[config.mk]
export PLATFORM = sky130hd
export DESIGN_NAME = ecc_result_reader
export DESIGN_NICKNAME = d
export VERILOG_FILES = /design/src/rtl/ecc_rd_pkg.sv /design/src/rtl/ecc_rd_wordsel.sv /design/src/rtl/ecc_result_reader.sv
export SDC_FILE = /design/constraint.sdc
export NUM_CORES = 1
export LEC_CHECK = 0
export ABC_AREA = 1
export CORE_MARGIN = 5
export CORE_UTILIZATION = 25
export DETAILED_ROUTE_END_ITERATION = 6
export SYNTH_ARGS = -nofsm -noshare
export SYNTH_HDL_FRONTEND = slang
export SYNTH_SLANG_ARGS = --single-unit
[constraint.sdc]
create_clock -name clk -period 36.1 [get_ports clk]
set_input_delay 3.61 -clock clk [delete_from_list [all_inputs] [get_ports clk]]
set_output_delay 3.61 -clock clk [all_outputs]
set_load 0.005 [all_outputs]
[src/rtl/ecc_rd_pkg.sv]
// Shared types and constants for the GF(2^233) result reader and its multiplier core.
package ecc_rd_pkg;

    typedef enum logic [1:0] {
        ST_IDLE,
        ST_LOAD,
        ST_RUN,
        ST_SEND
    } rd_state_t;

    localparam int unsigned FIELD_W         = 233;
    localparam int unsigned WORD_W          = 32;
    localparam int unsigned WORDS_PER_COORD = 8;
    localparam int unsigned NUM_WORDS       = 16;
    localparam int unsigned COORD_W         = WORD_W * WORDS_PER_COORD;

    // Curve B-233 parameters (y^2 + xy = x^3 + a*x^2 + b) and its base point.
    localparam logic [FIELD_W-1:0] CURVE_A = 233'h1;
    localparam logic [FIELD_W-1:0] CURVE_B =
        233'h066647EDE6C332C7F8C0923BB58213B333B20E9CE4281FE115F7D8F90AD;
    localparam logic [FIELD_W-1:0] BASE_X  =
        233'h0FAC9DFCBAC8313BB2139F1BB755FEF65BC391F8B36F8F8EB7371FD558B;
    localparam logic [FIELD_W-1:0] BASE_Y  =
        233'h1006A08A41903350678E58528BEBF8A0BEFF867A7CA36716F7E01F81052;

endpackage

[src/rtl/ecc_rd_wordsel.sv]
// 16:1 result word select: words 0..7 come from xr, 8..15 from yr, LS word first.
module ecc_rd_wordsel
    import ecc_rd_pkg::*;
(
    input  logic [COORD_W-1:0] xr,
    input  logic [COORD_W-1:0] yr,
    input  logic [3:0]         idx,
    output logic [WORD_W-1:0]  data
);

    logic [2*COORD_W-1:0] both;

    always_comb begin
        both = {yr, xr};
        data = both[idx*WORD_W +: WORD_W];
    end

endmodule

[src/rtl/ecc_result_reader.sv]
// Loads a scalar into the point multiplier, waits for completion and streams x/y as 16 words.
// Optional RUN watchdog with err pulse: define ECC_RD_TIMEOUT_EN.
module ecc_result_reader
    import ecc_rd_pkg::*;
#(
    parameter int unsigned RESET_CYCLES   = 2,
    parameter int unsigned TIMEOUT_CYCLES = 1023
) (
    input  logic               clk,
    input  logic               reset,
    input  logic               cmd_valid,
    output logic               cmd_ready,
    input  logic [31:0]        cmd_key,
    output logic [31:0]        key,
    output logic               mul_reset_n,
    input  logic               mul_done,
    input  logic [FIELD_W-1:0] x_final,
    input  logic [FIELD_W-1:0] y_final,
    output logic               out_valid,
    input  logic               out_ready,
    output logic [31:0]        out_data,
    output logic               out_last,
    output logic               err
);

    rd_state_t          state, state_nxt;
    logic [3:0]         load_cnt;
    logic [3:0]         idx;
    logic [COORD_W-1:0] xr, yr;
    logic               accept, load_done, capture, beat, burst_end, timeout;

`ifdef ECC_RD_TIMEOUT_EN
    logic [9:0] run_cnt;
    logic       err_q;

    assign timeout = (state == ST_RUN) && !mul_done
                     && (run_cnt == 10'(TIMEOUT_CYCLES - 1));

    always_ff @(posedge clk or posedge reset) begin
        if (reset) begin
            run_cnt <= '0;
            err_q   <= 1'b0;
        end else begin
            err_q <= timeout;
            if (state != ST_RUN)
                run_cnt <= '0;
            else if (!mul_done)
                run_cnt <= run_cnt + 10'd1;
        end
    end

    assign err = err_q;
`else
    logic unused_timeout_cfg;
    assign unused_timeout_cfg = ^TIMEOUT_CYCLES;
    assign timeout = 1'b0;
    assign err     = 1'b0;
`endif

    always_ff @(posedge clk or posedge reset) begin
        if (reset)
            state <= ST_IDLE;
        else
            state <= state_nxt;
    end

    always_comb begin
        accept    = (state == ST_IDLE) && cmd_valid;
        load_done = (state == ST_LOAD) && (load_cnt == 4'(RESET_CYCLES - 1));
        capture   = (state == ST_RUN) && mul_done;
        beat      = (state == ST_SEND) && out_ready;
        burst_end = beat && (idx == 4'(NUM_WORDS - 1));
        state_nxt = state;
        unique case (state)
            ST_IDLE: if (accept)    state_nxt = ST_LOAD;
            ST_LOAD: if (load_done) state_nxt = ST_RUN;
            ST_RUN: begin
                if (capture)        state_nxt = ST_SEND;
                else if (timeout)   state_nxt = ST_IDLE;
            end
            ST_SEND: if (burst_end) state_nxt = ST_IDLE;
            default:                state_nxt = ST_IDLE;
        endcase
    end

    // idx wraps to 0 on the word-15 handshake, so the next burst needs no extra clear.
    always_ff @(posedge clk or posedge reset) begin
        if (reset) begin
            key      <= '0;
            load_cnt <= '0;
            idx      <= '0;
            xr       <= '0;
            yr       <= '0;
        end else begin
            if (accept) begin
                key      <= cmd_key;
                load_cnt <= '0;
            end
            if (state == ST_LOAD)
                load_cnt <= load_cnt + 4'd1;
            if (capture) begin
                xr  <= {{(COORD_W - FIELD_W){1'b0}}, x_final};
                yr  <= {{(COORD_W - FIELD_W){1'b0}}, y_final};
                idx <= '0;
            end
            if (beat)
                idx <= idx + 4'd1;
        end
    end

    assign cmd_ready   = (state == ST_IDLE);
    assign mul_reset_n = (state == ST_RUN) || (state == ST_SEND);
    assign out_valid   = (state == ST_SEND);
    assign out_last    = (state == ST_SEND) && (idx == 4'(NUM_WORDS - 1));

    ecc_rd_wordsel u_wordsel (
        .xr   (xr),
        .yr   (yr),
        .idx  (idx),
        .data (out_data)
    );

endmodule

== Word level (Yosys, flattened, before mapping) ==
Cells that the tools add are included.
Operators by class
  equal/unequal tests: 9
  reduce and logical (&&, ||, !) cells: 11
  muxes and demuxes: 9
  shifts and indexed selects: 1
  add/sub/neg operators: 2
Operators with widths (count)
  $shiftx A512 B10 Y32: 1
  $mux W4: 4
  $add A4 B1 Y4 const B: 2
  $mux W2: 4
  $pmux W2 S4: 1
  $logic_and A1 B1 Y1: 6
  $eq A2 B2 Y1 const B: 2
  $eq A4 B1 Y1 const B: 1
  $eq A4 B4 Y1 const B: 1
  $ne A2 B1 Y1 const B: 2
  $ne A2 B2 Y1 const B: 2
  $reduce_and A4 Y1: 1
  $reduce_bool A2 Y1: 2
  $eq A2 B1 Y1 const B: 1
  $logic_not A2 Y1: 1
  $logic_or A1 B1 Y1: 1
Word-level totals
  logic and storage cells: 38
  register bits after elaboration: 508

== Depth between registers and ports, before layout ==
Gate-level depths: netlist of the first run.
  depth in word-level cells: 5
  mapped depth: 9
  mapped depth without buffers: 8

== Modules after synthesis ==
Synthesis of the first run repeated with hierarchy kept, for this count alone.
Unflattened totals
  cell total of the unflattened synthesis: 2678
  area total of the unflattened synthesis: 25879.8 um^2
By module, submodules not included
  ecc_result_reader: times used 1, cells an instance 1129, area each 19269.7 um^2
  ecc_rd_wordsel: times used 1, cells an instance 1549, area each 6610.1 um^2

== Worst setup path after synthesis of the first run ==
Ideal clock, no wire load.
  path kind: flip-flop to output port
  start: register idx[0]
  end: output port out_data[3]
  cell stages (with the launch flop): 9
  slack: 31.249 ns
  required time: 32.490 ns
  arrival time: 1.241 ns
  buffers on the path: 2
  cells stage by stage: dfrtp_1 buf_4 inv_4 clkbuf_1 nand2_1 nand3_1 nand3_1 nand3_1 nand2_1
On the way
  word-level cells in the longest chain between the ends: 1
RTL lines
  from (decl): line ecc_result_reader.sv:28  | logic [3:0] idx;
  from (signal assigned): line ecc_result_reader.sv:107  | idx <= idx + 4'd1;
  $shiftx A512 B10 Y32: line ecc_rd_wordsel.sv:15  | data = both[idx*WORD_W +: WORD_W];
  to (decl): line ecc_result_reader.sv:21  | output logic [31:0] out_data,
No other way between the ends.

== Worst setup path after layout of the first run ==
  start: register idx[0]
  end: output port out_data[25]
Same word-level chain as after synthesis.

==> results of run 1 <==
[cell families after synthesis]
kind of cell,Yosys count
fa+ha+maj,8
mux,210
xor+xnor,3
simple gates,1212
buf+inv,489
other cells,1
compound gates,332
flops,508
[sequential cells by signal, indices dropped and copies added, names as in the netlist]
signal	cells
idx	4
key	32
load_cnt	4
state	2
xr	233
yr	233
[cell usage after synthesis]
library cell	count	area share, %
o211ai_1	1	0.031
clkbuf_1	47	0.74
xor2_1	1	0.037
nor2_4	1	0.047
o21ai_0	38	0.80
dfrtp_1	508	53
buf_4	4	0.13
nand4_1	3	0.078
ha_1	8	0.42
conb_1	1	0.016
nand2_1	575	9.0
o22ai_1	4	0.10
buf_1	12	0.19
buf_2	116	2.4
xnor2_1	2	0.073
nand3_1	328	6.9
inv_4	1	0.026
inv_1	307	4.8
buf_6	2	0.094
or2_2	2	0.052
a21oi_1	289	6.0
nand3b_1	13	0.41
nor2_1	290	4.6
mux2_2	210	9.9
[how the worst max path moves through the flow]
stage | endpoint | depth (start not counted) | slack (ns) | from
2_1_floorplan | idx[0] | 1 | 18.30 | reset
3_3_place_gp | yr[157] | 5 | 28.72 | reset
3_5_place_dp | yr[157] | 5 | 28.72 | reset
4_1_cts | out_data[10] | 9 | 28.10 | idx[0]
5_1_grt | out_data[31] | 9 | 27.92 | idx[0]
6_report | out_data[25] | 8 | 28.24 | idx[0]
[per-stage QoR]
stage	hold WS [ns]	power (mW)	setup WS, ns	cell area, sq um	cells
final	0.4979	2.982	28.24	32790	4571
after global placement	0.4704	2.344	28.72	30600	4442
after detailed placement	0.4858	2.363	28.72	30600	4442
after global routing	0.5166	3.199	27.92	32760	4559
after floorplan	0.4524	1.703	18.30	23920	2763
after CTS	0.4959	3.040	28.10	32750	4555
[cell type report]
cell class	count	area (sq um)
Clock buffer	88	1819
Multi-Input combinational cell	1766	9200
Clock inverter	25	331.6
Antenna cell	16	40.04
Sequential cell	508	12720
Inverter	308	1177
Tap cell	1265	1583
Fill cell	9953	62220
Timing Repair Buffer	595	5918
[cell usage in the layout (no fill, tap or decap), types with 4 or more instances in the layout]
cell type / synthesis / final
nand3b_1: 13 / 13
diode_2: 0 / 16
inv_1: 307 / 303
bufinv_16: 0 / 7
dfrtp_1: 508 / 504
clkdlybuf4s50_1: 0 / 570
clkbuf_8: 0 / 17
nor2_1: 290 / 290
buf_4: 4 / 23
o22ai_1: 4 / 4
ha_1: 8 / 8
mux2_2: 210 / 210
a21oi_1: 289 / 289
clkinv_2: 0 / 12
nand2_1: 575 / 574
clkbuf_16: 0 / 62
o21ai_0: 38 / 38
clkbuf_1: 47 / 9
nand3_1: 328 / 328
[metal layers]
metal | part of all wire, % | wire length [um] | vias to the layer above
met5 | 0.18 | 183 | -
met4 | 3.2 | 3280 | 22
met3 | 7.6 | 7685 | 145
met2 | 47 | 47610 | 625
met1 | 42 | 42320 | 10002
li1 | - | - | 9786
[power by group]
part	leakage, nW	internal [mW]	switching, mW
Combinational	8.51	0.527	0.810
Sequential	5.67	0.840	0.145
Clock	1.06	0.398	0.261
Total	15.2	1.77	1.22
==> run metrics, run 1 <==
status complete, no violations; count of cell types in the netlist 24; RSZ-0062 raised after global routing no; Netlist Area Pre-Place approximately 24000 sq um; initial antenna violation count 27; CTS resizes 0; Mapped Cells 2763; CTS clk-pin slew, worst paths 0.06 ns; Final min period 7.861 ns; first-pass GRT wire length ~140000 um; worst vdd ir approximately 0.000038 V; hold endpoint load_cnt[3]; Final Cycle Share 21.78%; Critical R2R Launch state[0]; slew margin rel. 29.45%; CP cell instances inv_8 > buf_4 > nand2_1 > nand3_1 > nand3_1 > nand3_1 > nand2_1 > clkdlybuf4s50_1; Hold Buf Count CTS 0; via count of the routed design 20580; Largest delay share family, worst path buffers and inverters; Max stage delay cell, worst path dfrtp_4; Top Usage Layer GRT met2; drt initial violations between 1500 and 2000; Worst setup EP type output port; CP most frequent cell nand3_1; Clock Sinks around 510; final setup fails 0; largest net degree at the start of global routing 199; Longest Clk Path Bufs 3; Die W between 300 and 400 um; mux cell area share after synthesis under 10%; WL final just over 100000 um; Initial Utilization roughly a quarter; Vias/cell about 4.5; simple-gate share of the synthesized area about a fifth; Hold Path Class reg -> reg; critical setup path kind reg -> out; Layout Area Growth over Synthesis 37.11%; H-tree Lvls 2; Post-CTS Setup Inserts 0; # port buffers 570; vertical die dimension ~320 um; DRT Pass-1 Iters 5; Worst Path Arrival 4.25 ns; met1 Usage GRT approximately 24%; buffers plus inverters on the worst setup path 3; placed wire-length estimate between 70000 and 80000 um; Critical Path Max Stage Delay between 0.7 and 0.8 ns; xor/xnor cell area share of the yosys netlist less than 1%; Yosys reg bits between 500 and 600; Total Routing Usage GR a little under a fifth; # IOs approximately 570; compound-cell area share of the yosys netlist 6.978%; GR Layer Usage met2 31.61%; final hold viol count 0; reg2reg setup slack 32.46 ns; row count between 100 and 150; FF-to-FF path depth 6; TritonCTS clock tree done; layout cells sized above 1 a little over a tenth; Hold Path Depth 1; GRT met3 Usage ~5.8%; GPL Wtd Cong ~0.8; Core ar. about 95000 sq um; CTS root buf clkbuf_16; syn nets approximately 3300; Post-Route Utilization between 30% and 40%; count of pins over their slew limit 0; clk_lat worst skew roughly 0.65 ns; area share of fa/ha/maj cells after synthesis less than 1%; grt total ovfl 0; DRC viols 0; required time of the worst setup path 32.49 ns; Final ANT Viol Nets 0; Hold Path Origin load_cnt[3]; setup TNS 0 ns; fin nets ~3800; Routed wire per std cell 22.11 um; Warnings, synthesis 0; worst slew pin tran ~1.1 ns; skew final 0.02569 ns; clock buffer count from CTS 60; max frequency 127.2 MHz; vias in the first global route between 20000 and 25000; Power Density just over 90 nW/um^2; leakage approximately 15 nW; total die area slightly above 100000 sq um; post-synthesis sequential area ratio between 50% and 60%; largest family of logic cells by synthesized area simple AND/OR/NAND/NOR gates; startpoint types flip-flop; MaxCap Viol Count 0; FF-to-FF End yr[111]; average cell area after synthesis 8.657 sq um; CP max FO 118
(Power assumes the default switching activity.)
==> run 2: changes to the inputs <==
==> constraint.sdc (replaced) <==
create_clock -name clk -period 8.1 [get_ports clk]
set_input_delay 0.81 -clock clk [delete_from_list [all_inputs] [get_ports clk]]
set_output_delay 0.81 -clock clk [all_outputs]
set_load 0.005 [all_outputs]
==> run 2 against run 1 <==
Design area rose by 0.39%. Clock skew down 0.0031 ns. Core utilization is 0.13 points higher. Die area did not move. Global-route usage about the same. Non-clock buffer count fell by 4. Critical path type unchanged. Flip-flop and latch count is the same. Worst hold slack worse by 0.0029 ns. Clock power rose to 4.7 times the previous value.
==> run metrics, run 2 (synthesis gave the netlist of run 1 again) <==
status complete, no violations; Routed wire per std cell between 20 and 25 um; Post-CTS Setup Inserts 0; RSZ-0062 raised after global routing no; row count between 100 and 150; setup TNS 0 ns; DRT Pass-1 Iters 5; Critical R2R Launch state[0]; Gate power share ~44%; Longest Clk Path Bufs 3; Final min period 5.101 ns; final setup fails 0; Hold Path Class reg -> reg; Worst setup EP type output port; overall power around 13 mW; Layout Area Growth over Synthesis 37.64%; P_int roughly 8 mW; clock buffer count from CTS 66; largest net degree at the start of global routing approximately 220; FF-to-FF path depth 5; Power Density ~400 nW/um^2; P_sw 5.349 mW; Post-Route Utilization about 35%; Largest delay share family, worst path buffers and inverters; Vias/cell about 4.6; Max stage delay cell, worst path dfrtp_4; clk_lat worst skew 0.61 ns; Total Routing Usage GR a little under a fifth; vias in the first global route roughly 21000; part of the power in the clock network a little under a quarter; grt total ovfl 0; total die area 102000 sq um; placed wire-length estimate 73810 um; vertical die dimension ~320 um; commonest non-fill, non-tap cell in the layout nand2_1; skew final approximately 0.023 ns; required time of the worst setup path ~7.3 ns; Post-Layout Cell Count between 4000 and 5000; Setup WS pre-CTS approximately 3.6 ns; Worst Path Arrival between 4 and 5 ns; critical setup path kind reg -> out; DRC viols 0; drt initial violations roughly 2000; Clock Sinks roughly 510; commonest cells after routing, fill and taps aside nand2_1 (574), clkdlybuf4s50_1 (570), dfrtp_1 (504), nand3_1 (328), inv_1 (303); Core ar. between 90000 and 100000 sq um; Largest regs xr x233, yr x233, key x32; leakage around 15 nW; CTS root buf clkbuf_16; CP cell instances buf_4 > buf_4 > nand3_1 > nand2_1 > nand3b_1 > nand3_1 > nand2_1 > clkdlybuf4s50_1; CTS clk-pin slew, worst paths approximately 0.06 ns; WL final 100500 um; worst slew pin tran between 1 and 1.5 ns; fin nets around 3800; H-tree Lvls 3; final hold viol count 0; Sw Ratio between 40% and 50%; first-pass GRT wire length between 100000 and 150000 um; FF-to-FF End xr[214]; slew margin rel. between 20% and 30%; buffers plus inverters on the worst setup path 3; layout cells sized above 1 between 10% and 20%; via count of the routed design 20815; reg2reg setup slack ~5.2 ns; count of pins over their slew limit 0; worst vdd ir around 0.00018 V; Initial Utilization 25.17%; max frequency 196.0 MHz; GPL Wtd Cong 0.8734; Final ANT Viol Nets 0; Worst Setup EP out_data[13]; CP max FO 67; Finished Cell Area around 33000 sq um; setup slack after layout 2.999 ns; hold_ws around 0.5 ns; Hold Path Origin load_cnt[3]; Critical Path Max Stage Delay 0.73 ns; Placed Cells 4438; Die W 319.3 um; # port buffers 570; dpl cell area 30620 sq um; Final Cycle Share between 60% and 70%; Seq pwr share around 33%; Hold Buf Count CTS 0; Critical Path Start idx[0]; startpoint types flip-flop; # IOs around 570; CTS resizes 0; MaxCap Viol Count 0; number of cells on the critical path 8; initial antenna violation count 41; TritonCTS clock tree done
-- run 2: how the worst min path moves through the flow --
stage	end	depth (start not counted)	slack [ns]
after floorplan	load_cnt[3]	1	0.45
after global placement	load_cnt[3]	1	0.47
after detailed placement	load_cnt[3]	1	0.48
after CTS	load_cnt[3]	1	0.50
after global routing	yr[126]	1	0.51
final	load_cnt[3]	1	0.49
-- run 2: worst reg2reg max path, stage by stage, from the launching register on --
cell and delay, ns:
dfrtp_1 0.40, inv_1 0.10, ha_1 0.27, nand2_4 0.60, buf_12 0.68, mux2_2 0.70
-- run 2: layer usage --
metal	track usage (%)	wire length [um]	vias up
met5	0	206	-
met4	5.146	2546	30
met3	6.925	8794	150
met2	30.93	47000	712
met1	24.37	41940	10131
li1	-	-	9792
-- run 2: layout make-up --
cell class	instances	area, sq um
fillers	9903	62090
inverters	308	1174
repair buffers	591	5938
well taps	1265	1583
flip-flops and latches	508	12720
diodes	19	47.55
clock buffers	96	2001
multi-input cells	1766	9200
clock inverters	21	254.0
-- run 2: power by group through the flow --
stage | logic (mW) | registers, mW | clock network (mW)
after floorplan | 3.46 | 4.13 | 0
after global placement | 5.97 | 4.35 | 0
after detailed placement | 6.02 | 4.38 | 0
after CTS | 6.05 | 4.34 | 3.16
after global routing | 6.53 | 4.47 | 3.28
final | 5.91 | 4.34 | 3.07
==> run 3: changes to the inputs <==
==> constraint.sdc (replaced) <==
create_clock -name clk -period 5.1 [get_ports clk]
set_input_delay 0.51 -clock clk [delete_from_list [all_inputs] [get_ports clk]]
set_output_delay 0.51 -clock clk [all_outputs]
set_load 0.005 [all_outputs]
==> run 3 against run 2 <==
Total power increased by 59%. Clock-buffer cell count decreased by 16. Critical path type unchanged. Largest power group unchanged. Global-route usage increased by 0.43 points. Largest cell class unchanged.
==> run metrics, run 3 (synthesis gave the netlist of run 1 again) <==
Total Routing Usage GR a little under 20%; fin nets 3776; worst slew pin tran about 1 ns; RSZ-0062 raised after global routing no; Final ANT Viol Nets 0; Hold Path Class in -> async; first-pass GRT wire length about 150000 um; Initial Utilization 25.17%; largest net degree at the start of global routing ~110; # port buffers between 500 and 600; commonest cells after routing, fill and taps aside nand2_1 (574), clkdlybuf4s50_1 (570), dfrtp_1 (504), nand3_1 (328), inv_1 (303); grt total ovfl 0; required time of the worst setup path 4.59 ns; layout cells sized above 1 between 10% and 20%; Gate power share between 40% and 50%; via count of the routed design between 20000 and 25000; setup TNS 0 ns; area of the multi-input gates just over 9000 sq um; row count about 110; GPL Wtd Cong ~0.84; Routed wire per std cell about 22 um; P_sw roughly 8.7 mW; Post-Route Utilization between 30% and 40%; Layout Area Growth over Synthesis 38.47%; H-tree Lvls 2; Critical Path Max Stage Delay 0.81 ns; total of fill cells in the finished design slightly below 10000; # IOs approximately 570; Die W about 320 um; placed wire-length estimate 78350 um; CTS resizes 0; DRC viols 0; Final Cycle Share between 80 and 90%; final setup fails 0; Max stage delay cell, worst path dfrtp_4; vias in the first global route 21378; CTS clk-pin slew, worst paths 0.06 ns; Seq pwr share between 30% and 40%; Core ar. about 95000 sq um; Longest Clk Path Bufs 3; MaxCap Viol Count 0; CP cell instances inv_6 > nor2_4 > buf_4 > nand2_1 > nand3b_1 > nand3_1 > nand2_1 > clkdlybuf4s50_1; drt initial violations around 1700; part of the power in the clock network between 20% and 30%; clk_lat worst skew 0.67 ns; Final min period between 4 and 5 ns; DRT Pass-1 Iters 5; register area around 13000 sq um; commonest non-fill, non-tap cell in the layout nand2_1; dpl cell area between 30000 and 40000 sq um; skew final ~0.025 ns; CTS root buf clkbuf_16; Sw Ratio 40.85%; max frequency about 230 MHz; Finished Cell Area between 30000 and 40000 sq um; Largest regs xr x233, yr x233, key x32; Hold Buf Count CTS 0; overall power between 20 and 25 mW; leakage roughly 15 nW; final hold viol count 0; TritonCTS clock tree done; vertical die dimension around 320 um; Clock Sinks a little over 500; Worst setup EP type output port; Power Density 640.3 nW/um^2; CP most frequent cell nand2_1; status complete, no violations; worst vdd ir 0.0003458 V; Worst Path Arrival ~3.9 ns; count of pins over their slew limit 0; WL final between 100000 and 150000 um; slew margin rel. 34.18%; startpoint types flip-flop; Vias/cell 4.545; critical setup path kind reg -> out; P_int ~13 mW; CP max FO 47; clock buffer count from CTS between 60 and 70; Post-CTS Setup Inserts 0; total die area roughly 100000 sq um; initial antenna violation count 50
==> run 3: changes by cell type in the layout (fill, tap and decap cells not counted), moves of 2 or more <==
cell / change
clkbuf_16: -9
diode_2: +8
clkinv_4: +2
clkinvlp_4: +2
buf_12: +6
clkinv_2: +3
clkbuf_1: -4
buf_4: +23
bufinv_16: +3
clkbuf_8: -3
==> run 3: final timing paths <==
check	from	end	slack, ns	cells past startpoint
max	idx[1]	out_data[17]	0.67	8
min	reset	yr[173]	0.40	2
max reg2reg	state[0]	yr[214]	2.36	5
min reg2reg	key[28]	key[28]	0.50	1
max in group asynchronous	reset	xr[7]	3.57	3
min in group clk	x_final[172]	xr[172]	0.41	3
==> run 3: per-layer routing <==
| metal | track usage [%] | up-vias | share of wire (%) |
|---|---|---|---|
| li1 | - | 9860 | - |
| met1 | 24.14 | 10170 | 40 |
| met2 | 31.81 | 709 | 47 |
| met3 | 7.661 | 161 | 10 |
| met4 | 5.854 | 36 | 2.5 |
| met5 | 0 | - | 0.24 |
==> run 3: through the flow <==
stage	cells	setup slack [ns]	hold WS (ns)
after floorplan	2763	-2.306	0.4524
after global placement	4467	1.328	0.4692
after detailed placement	4467	1.316	0.4878
after CTS	4579	0.5796	0.3566
after global routing	4592	0.3686	0.3942
final	4606	0.6729	0.4006
==> run 3: power by group through the flow <==
stage | Sequential, mW | Combinational (mW) | Clock (mW)
floorplan | 6.56 | 5.50 | 0
global placement | 6.93 | 9.66 | 0
detailed placement | 6.97 | 9.75 | 0
CTS | 6.90 | 9.79 | 4.82
global route | 7.12 | 10.6 | 4.97
finish | 6.92 | 9.60 | 4.69
==> run 3: critical path, delay by kind of cell, from the launching register on <==
kind,cells,cell delay [ns]
buffers and inverters,3,1.30
AND/OR/NAND/NOR,5,1.12
flip-flops,1,0.81
==> run 3: cell type report <==
type | instances | area share, %
sequential | 508 | 38.42
antenna | 27 | 0.2040
multi-input combinational | 1766 | 27.78
inverter | 308 | 3.544
clock buffer | 80 | 5.191
tap | 1265 | 4.779
timing repair buffer | 620 | 18.81
clock inverter | 32 | 1.266
